===== src/rtl/wb_pkg.sv =====
// Writeback arbiter shared types.
// One register-file write request: destination and value.
package wb_pkg;
  localparam int XLEN   = 32;
  localparam int REG_AW = 5;

  typedef struct packed {
    logic [REG_AW-1:0] rd;
    logic [XLEN-1:0]   data;
  } wb_req_t;
endpackage


===== src/rtl/wb_fifo.sv =====
// Small synchronous FIFO of writeback requests.
// Push when full and pop when empty are ignored.
module wb_fifo
  import wb_pkg::*;
#(
  parameter  int DEPTH = 2,
  localparam int CW    = $clog2(DEPTH + 1)
) (
  input  logic          clk,
  input  logic          rst_n,
  input  logic          push_i,
  input  wb_req_t       din_i,
  input  logic          pop_i,
  output wb_req_t       dout_o,
  output logic [CW-1:0] count_o,
  output logic          empty_o,
  output logic          full_o
);

  localparam int AW = (DEPTH > 1) ? $clog2(DEPTH) : 1;

  wb_req_t       mem_q [DEPTH];
  logic [AW-1:0] rptr_q, rptr_d;
  logic [AW-1:0] wptr_q, wptr_d;
  logic [CW-1:0] cnt_q, cnt_d;
  logic          do_push, do_pop;

  function automatic logic [AW-1:0] nxt(
    input logic [AW-1:0] p
  );
    return (p == AW'(DEPTH - 1)) ?
      '0 : p + AW'(1);
  endfunction

  assign empty_o = (cnt_q == '0);
  assign full_o  = (cnt_q == CW'(DEPTH));
  assign do_push = push_i && !full_o;
  assign do_pop  = pop_i && !empty_o;
  assign dout_o  = mem_q[rptr_q];
  assign count_o = cnt_q;

  always_comb begin
    rptr_d = rptr_q;
    wptr_d = wptr_q;
    cnt_d  = cnt_q;
    if (do_push) wptr_d = nxt(wptr_q);
    if (do_pop)  rptr_d = nxt(rptr_q);
    if (do_push && !do_pop)
      cnt_d = cnt_q + CW'(1);
    else if (!do_push && do_pop)
      cnt_d = cnt_q - CW'(1);
  end

  always_ff @(posedge clk or negedge rst_n) begin
    if (!rst_n) begin
      rptr_q <= '0;
      wptr_q <= '0;
      cnt_q  <= '0;
    end else begin
      rptr_q <= rptr_d;
      wptr_q <= wptr_d;
      cnt_q  <= cnt_d;
    end
  end

  // Storage needs no reset: occupancy gates every read.
  always_ff @(posedge clk) begin
    if (do_push) mem_q[wptr_q] <= din_i;
  end

endmodule


===== src/rtl/wb_arbiter.sv =====
// Register-file write-port arbiter: pipeline (A) vs buffered
// long-latency results (B), with a starvation-forced B grant.
module wb_arbiter #(
  parameter  int XLEN         = 32,
  parameter  int REG_AW       = 5,
  parameter  int B_DEPTH      = 2,
  parameter  int STARVE_LIMIT = 4,
  localparam int CW = $clog2(B_DEPTH + 1)
) (
  input  logic              clk,
  input  logic              rst_n,
  input  logic              a_valid,
  input  logic [REG_AW-1:0] a_rd,
  input  logic [XLEN-1:0]   a_data,
  output logic              a_stall,
  input  logic              b_valid,
  output logic              b_ready,
  input  logic [REG_AW-1:0] b_rd,
  input  logic [XLEN-1:0]   b_data,
  output logic [CW-1:0]     b_count,
  output logic              we,
  output logic [REG_AW-1:0] rd,
  output logic [XLEN-1:0]   rd_data
);
  import wb_pkg::*;

  localparam int WW = $clog2(STARVE_LIMIT + 1);

  wb_req_t           b_req, head;
  logic              push, pop, empty, full;
  logic              a_live, forced;
  logic              sel_f, sel_a, sel_b;
  logic [WW-1:0]     wait_q, wait_d;
  logic              we_q, we_d;
  logic [REG_AW-1:0] rd_q, rd_d;
  logic [XLEN-1:0]   data_q, data_d;

  assign b_req.rd   = b_rd;
  assign b_req.data = b_data;

  wb_fifo #(
    .DEPTH (B_DEPTH)
  ) u_fifo (
    .clk     (clk),
    .rst_n   (rst_n),
    .push_i  (push),
    .din_i   (b_req),
    .pop_i   (pop),
    .dout_o  (head),
    .count_o (b_count),
    .empty_o (empty),
    .full_o  (full)
  );

  assign b_ready = rst_n && !full;
  // x0 transfers complete the handshake but never enter the FIFO.
  assign push    = b_valid && b_ready && (b_rd != '0);
  assign a_live  = a_valid && (a_rd != '0);
  assign forced  = !empty &&
                   (wait_q == WW'(STARVE_LIMIT));
  assign a_stall = forced;

  assign sel_f = forced;
  assign sel_a = !forced && a_live;
  assign sel_b = !forced && !a_live && !empty;

  always_comb begin
    pop    = 1'b0;
    we_d   = 1'b0;
    rd_d   = rd_q;
    data_d = data_q;
    unique case (1'b1)
      sel_f, sel_b: begin
        pop    = 1'b1;
        we_d   = 1'b1;
        rd_d   = head.rd;
        data_d = head.data;
      end
      sel_a: begin
        we_d   = 1'b1;
        rd_d   = a_rd;
        data_d = a_data;
      end
      default: ;
    endcase
  end

  always_comb begin
    wait_d = wait_q;
    if (pop || empty)
      wait_d = '0;
    else if (wait_q != WW'(STARVE_LIMIT))
      wait_d = wait_q + WW'(1);
  end

  always_ff @(posedge clk or negedge rst_n) begin
    if (!rst_n) begin
      wait_q <= '0;
      we_q   <= 1'b0;
      rd_q   <= '0;
      data_q <= '0;
    end else begin
      wait_q <= wait_d;
      we_q   <= we_d;
      rd_q   <= rd_d;
      data_q <= data_d;
    end
  end

  assign we      = we_q;
  assign rd      = rd_q;
  assign rd_data = data_q;

endmodule

===== config.mk =====
export PLATFORM = sky130hd
export DESIGN_NAME = wb_arbiter
export DESIGN_NICKNAME = d
export VERILOG_FILES = /design/src/rtl/wb_pkg.sv /design/src/rtl/wb_fifo.sv /design/src/rtl/wb_arbiter.sv
export SDC_FILE = /design/constraint.sdc
export NUM_CORES = 1
export LEC_CHECK = 0
export ABC_AREA = 1
export CORE_AREA = 5 5 88 152
export DETAILED_ROUTE_END_ITERATION = 8
export DIE_AREA = 0 0 93 157
export GPL_TIMING_DRIVEN = 0
export HOLD_SLACK_MARGIN = 0.03
export PLACE_DENSITY = 0.71
export SLEW_MARGIN = 5
export SYNTH_ARGS = -nofsm -noshare
export SYNTH_HDL_FRONTEND = slang
export SYNTH_SLANG_ARGS = --single-unit
export TNS_END_PERCENT = 5

===== constraint.sdc =====
create_clock -name clk -period 4.18 [get_ports clk]
set_input_delay 0.418 -clock clk [delete_from_list [all_inputs] [get_ports clk]]
set_output_delay 0.418 -clock clk [all_outputs]
set_load 0.02 [all_outputs]

# [Yosys cells after proc, flatten, opt, wreduce, memory -nomap -nowiden]
# Memory sizes are Yosys's and may differ from the RTL's.
# Index checks and enable logic that the tools add are counted.
[totals] regBits=45 ram_bits=74 inputBits=78 out_inout_bits=42 wordCells=55 memories=1
[op_classes] addsub=5 eq_ne=3 n_mux=12 n_reduce_logical=27
[memory_table] memory="u_fifo.mem_q" depth=2 word_bits=37 read_ports=1 rd_ports_with_merged_regs=0 write_ports=1 line_no="wb_fifo.sv:22" text="wb_req_t mem_q [DEPTH];"
[op_table] operator="$pmux 32 s2" count=1
[op_table] operator="$logic_and 1x1->1" count=12
[op_table] operator="$pmux 5 s2" count=1
[op_table] operator="$reduce_bool 5->1" count=2
[op_table] operator="$logic_not 1->1" count=6
[op_table] operator="$mux 1" count=6
[op_table] operator="$mux 3" count=2
[op_table] operator="$reduce_bool 2->1" count=3
[op_table] operator="$mux 2" count=2
[op_table] operator="$add 3x1->3 const B" count=1
[op_table] operator="$eq 3x3->1 const B" count=1
[op_table] operator="$ne 3x3->1 const B" count=1
[op_table] operator="$reduce_or 3->1" count=1
[op_table] operator="$add 1x1->1 const B" count=2
[op_table] operator="$add 2x1->2 const B" count=1
[op_table] operator="$eq 2x2->1 const B" count=1
[op_table] operator="$logic_not 2->1" count=1
[op_table] operator="$reduce_or 2->1" count=1
[op_table] operator="$sub 2x1->2 const B" count=1
[op_table] operator="$logic_or 1x1->1" count=1

# [Longest topological paths before layout]
[logic_depth] depth_word=12 ltp_mapped=12

# [Modules after synthesis]
# A second synthesis with hierarchy kept.
[unflattened] cells_unflattened=582 area_unflattened_um2=5570.3
[modules_own_cells] mod="wb_fifo" instances=1 cells_per_inst=225 area_each_um2=2942.8
[modules_own_cells] mod="wb_arbiter" instances=1 cells_per_inst=357 area_each_um2=2627.5

# [Worst setup path before layout]
# OpenSTA, ideal clock, no wires.
[synth_path] path_kind="register -> register" startpoint="reg u_fifo.cnt_q[0], in the netlist u_fifo.count_o[0]" endpoint="mem u_fifo.mem_q[1][0] (netlist bit), enable pin" setup_ns=0.433 arrival_time_ns=2.427 required_time_ns=3.747 path_slack_ns=1.320 path_stages_with_launch=7 n_path_buf=0 period_less_slack_ns=2.860 path_cell_list="dfrtp_1 inv_2 nand2_1 nand2_1 nor2_1 nand2_1 nor2_1"
[synth_between] elab_chain_cells=8
[synth_lines] element="start, declared" line_no="wb_fifo.sv:25" text="logic [CW-1:0] cnt_q, cnt_d;"
[synth_lines] element="start signal, assigned" line_no="wb_fifo.sv:62" text="cnt_q <= cnt_d;"
[synth_lines] element="$eq 2x2->1 (*)" line_no="wb_fifo.sv:36" text="assign full_o = (cnt_q == CW'(DEPTH));"
[synth_lines] element="$logic_not 1->1 (*)" line_no="wb_fifo.sv:37, wb_arbiter.sv:55"
[synth_lines] element="$logic_and 1x1->1" line_no="wb_arbiter.sv:55" text="assign b_ready = rst_n && !full;"
[synth_lines] element="$logic_and 1x1->1 (2 in series)" line_no="wb_arbiter.sv:57" text="assign push = b_valid && b_ready && (b_rd != '0);"
[synth_lines] element="$logic_and 1x1->1 (*)" line_no="wb_fifo.sv:37" text="assign do_push = push_i && !full_o;"
[synth_lines] element="$mux 1 (*)" line_no="wb_fifo.sv:68" text="if (do_push) mem_q[wptr_q] <= din_i;"
[synth_lines] element="$mux 1 (implied by the code) (*)" line_no="wb_fifo.sv:68"
[synth_lines] element="end, declared" line_no="wb_fifo.sv:22"
# Every way passes the cells marked *; elsewhere a longest branch is shown, timed or not.

# [Final worst setup path]
[layout_path] startpoint="in rst_n" endpoint="out b_ready"
[layout_between] elab_chain_cells=1
[layout_lines] element="start, declared" line_no="wb_arbiter.sv:11" text="input logic rst_n,"
[layout_lines] element="$logic_and 1x1->1" line_no="wb_arbiter.sv:55"
[layout_lines] element="end, declared" line_no="wb_arbiter.sv:17" text="output logic b_ready,"
# Every way passes these cells.

==> metrics <==
XOR/XNOR Fraction of Synth Area=0.500%; Total GRT Usage=18.9%; fraction of layout cells with a size suffix above 1=13.0%; CTS tree=done; routability congestion estimate from global placement=0.831; Cell variety after synth=25; hold crit path type=reg -> reg; clock-pin slew on the worst setup and hold paths=60 ps; Mapped Area=5260 µm²; Clk Latency, worst-skew pair=410 ps; Worst slew margin=56.9%; M2 GR Usage=35.7%; Final Skew=7.41 ps; Rows=53; Synth Area in Adders=0.714%; io pins=120; DRT iter0 DRCs=279; critical path type=in -> out; cell count after synthesis=461; # setup viols final=0; Yosys top cell by area=edfxtp_1; Max Fclk=359 MHz; sequential fraction of the synthesis area=63.7%; register bit total from synthesis=119; leak pwr=3.17 nW; CTS H-tree depth=4; Synth Warn #=0; vias in the first global route=4250; total die area=14600 µm²; cts bufs inserted=17; final worst path period share=66.7%; Post-Route WL=13.1 mm; GRT met3 Usage=4.07%; global route overflow=0; pin count of the biggest net entering global routing=30; minimum clock period=2790 ps; multiplexer area fraction after synthesis=7.04%; first-pass GRT wire length=20.9 mm; drt first pass iters=7; Residual DRC=0; worst-path cell chain=dlygate4sd3_1, buf_2, buf_12, nand2_1, inv_1, clkdlybuf4s50_1; DP Worst Slack=1520 ps; Critical Path RT=3760 ps; CP endpoint kind=output pin; Cell Pwr Density=662 nW/µm²; crit path setup slack, layout=1390 ps; port bufs=119; Bufs on Longest Clock Path=2; initial core utilization=44.1%; worst slew pin tran=645 ps; DR vias/cell=5.13; post-DP HPWL=9.90 mm; nets=684; grt peak-use layer=met2; Worst path max stage delay=590 ps; clock sinks=119; area share of the largest cell type after synthesis=42.3%; status=complete, no violations; Pwr Total=4.88 mW; Max Slew Vio Count=0; Worst EP arrival=2370 ps; Syn-to-layout area delta=40.1%; setup bufs post-CTS=0; compound-cell area share of the yosys netlist=0.190%; Antenna Diode Count=0; die width=93 µm; largest family of logic cells by synthesized area=simple AND/OR/NAND/NOR gates; crit start category=input port; die span in y=157 µm; wire per inst=17.4 µm; CP max stage cell=clkdlybuf4s50_1; routing usage on met1=19.5%; routed via count=3864; clock root buffer=clkbuf_16; Syn Area/Cell=11.4 µm²; initial antenna violation count=0; Routed Antenna Nets=0; Peak supply drop=0.000336 V; Final Hold Fails=0; Post-Synth Simple-Gate Area=20.6%; reg-to-reg slack, setup=2060 ps; core area=11900 µm²; syn_nets=542; synth top area cells=edfxtp_1 (42%), dfrtp_1 (21%), mux2i_1 (7.0%); RSZ-0062 raised after global routing=false; maxcap violations=0; Crit Path Max Fanout=29
## cell usage after synthesis (all sizes together)
library cell	instances
nand2	89
nand3	76
edfxtp	74
inv	49
dfrtp	45
mux2i	37
nand4	37
buf	29
nor2	12
clkbuf	3
ha	3
xnor2	2
a21oi	1
nand3b	1
nor3	1
o21ai	1
xor2	1
## flip-flops by register name (all words and copies together) (netlist names)
name            flops
rd                  5
rd_data            32
u_fifo.count_o      2
u_fifo.mem_q       74
u_fifo.rptr_q       1
u_fifo.wptr_q       1
wait_q              3
we                  1
## worst max-delay path, delay by kind of cell
kind,cells,cell delay (ps)
buffers and inverters,5,1830
and+or+nand+nor,1,110
## kinds of logic after synthesis
| kind of cell | Yosys count |
|---|---|
| multiplexers | 37 |
| buffers and inverters | 81 |
| flip-flops | 119 |
| adder cells (fa/ha/maj) | 3 |
| AND/OR/NAND/NOR | 216 |
| AO/OA/AOI/OAI | 2 |
| XOR/XNOR | 3 |
## where the power goes
| group | internal [mW] | leakage [nW] | switching (mW) |
|---|---|---|---|
| clock | 1.06 | 0.300 | 0.531 |
| sequential | 1.54 | 1.20 | 0.138 |
| combinational | 0.718 | 1.68 | 0.890 |
## per-stage QoR
step / cells / TNS, ps / hold slack (ps) / util [%] / instance area (µm²)
2_1_floorplan: 461 / 0 / 122 / - / 5260
5_1_grt: 753 / 0 / 505 / 61.7 / 7370
3_3_place_gp: 717 / -126950 / 442 / 55.5 / 6620
4_1_cts: 753 / 0 / 481 / 61.7 / 7370
6_report: 753 / 0 / 478 / 61.7 / 7370
3_5_place_dp: 720 / 0 / 397 / 56.2 / 6710
## cells in the final DEF (no fill, tap or decap), types with 2 or more instances in the layout
| cell type | Yosys | layout |
|---|---|---|
| clkbuf_1 | 3 | 3 |
| nor2_2 | 2 | 2 |
| nor2_1 | 10 | 8 |
| buf_16 | 0 | 2 |
| buf_2 | 12 | 13 |
| nand4_1 | 37 | 37 |
| buf_4 | 9 | 9 |
| edfxtp_1 | 74 | 74 |
| nand2_1 | 86 | 86 |
| mux2i_1 | 37 | 37 |
| clkinv_4 | 0 | 2 |
| inv_1 | 48 | 48 |
| clkdlybuf4s50_1 | 0 | 118 |
| dfrtp_1 | 45 | 45 |
| inv_6 | 0 | 2 |
| buf_1 | 4 | 4 |
| clkinvlp_4 | 0 | 5 |
| nor2_4 | 0 | 2 |
| nand3_1 | 64 | 64 |
| nand3_2 | 11 | 11 |
| ha_1 | 3 | 3 |
| clkbuf_16 | 0 | 17 |
| bufinv_16 | 0 | 5 |
| nand2_2 | 3 | 3 |
| xnor2_1 | 2 | 2 |
| buf_6 | 4 | 4 |
## area by class of cell
cell class / instances / area (µm²)
clock buffer: 17 / 425
multi-input combinational: 261 / 1540
buffer: 32 / 199
inverter: 49 / 184
sequential: 119 / 3350
timing repair buffer: 123 / 1270
fill: 956 / 4570
tap: 137 / 171
clock inverter: 15 / 226
## per-layer routing
layer	up-vias	wire [µm]
met1	1828	4610
met2	138	7500
met3	20	698
li1	1878	-
met5	-	0
met4	0	312
## what timing repair did
item,CTS,global route
endpoints found under the hold margin,17,0
hold buffers,1,0
gates resized for setup,0,0
## worst paths after layout
path / start / endpoint / depth (start not counted)
setup / recovery: rst_n / b_ready / 6
hold / removal: wait_q[0] / wait_q[0] / 1
setup reg to reg: wait_q[0] / u_fifo.count_o[1] / 12
hold reg to reg: wait_q[0] / wait_q[0] / 1
max in group asynchronous: rst_n / rd_data[2] / 3
min in group asynchronous: rst_n / rd_data[16] / 2
Power figures use the tool's default switching activity.
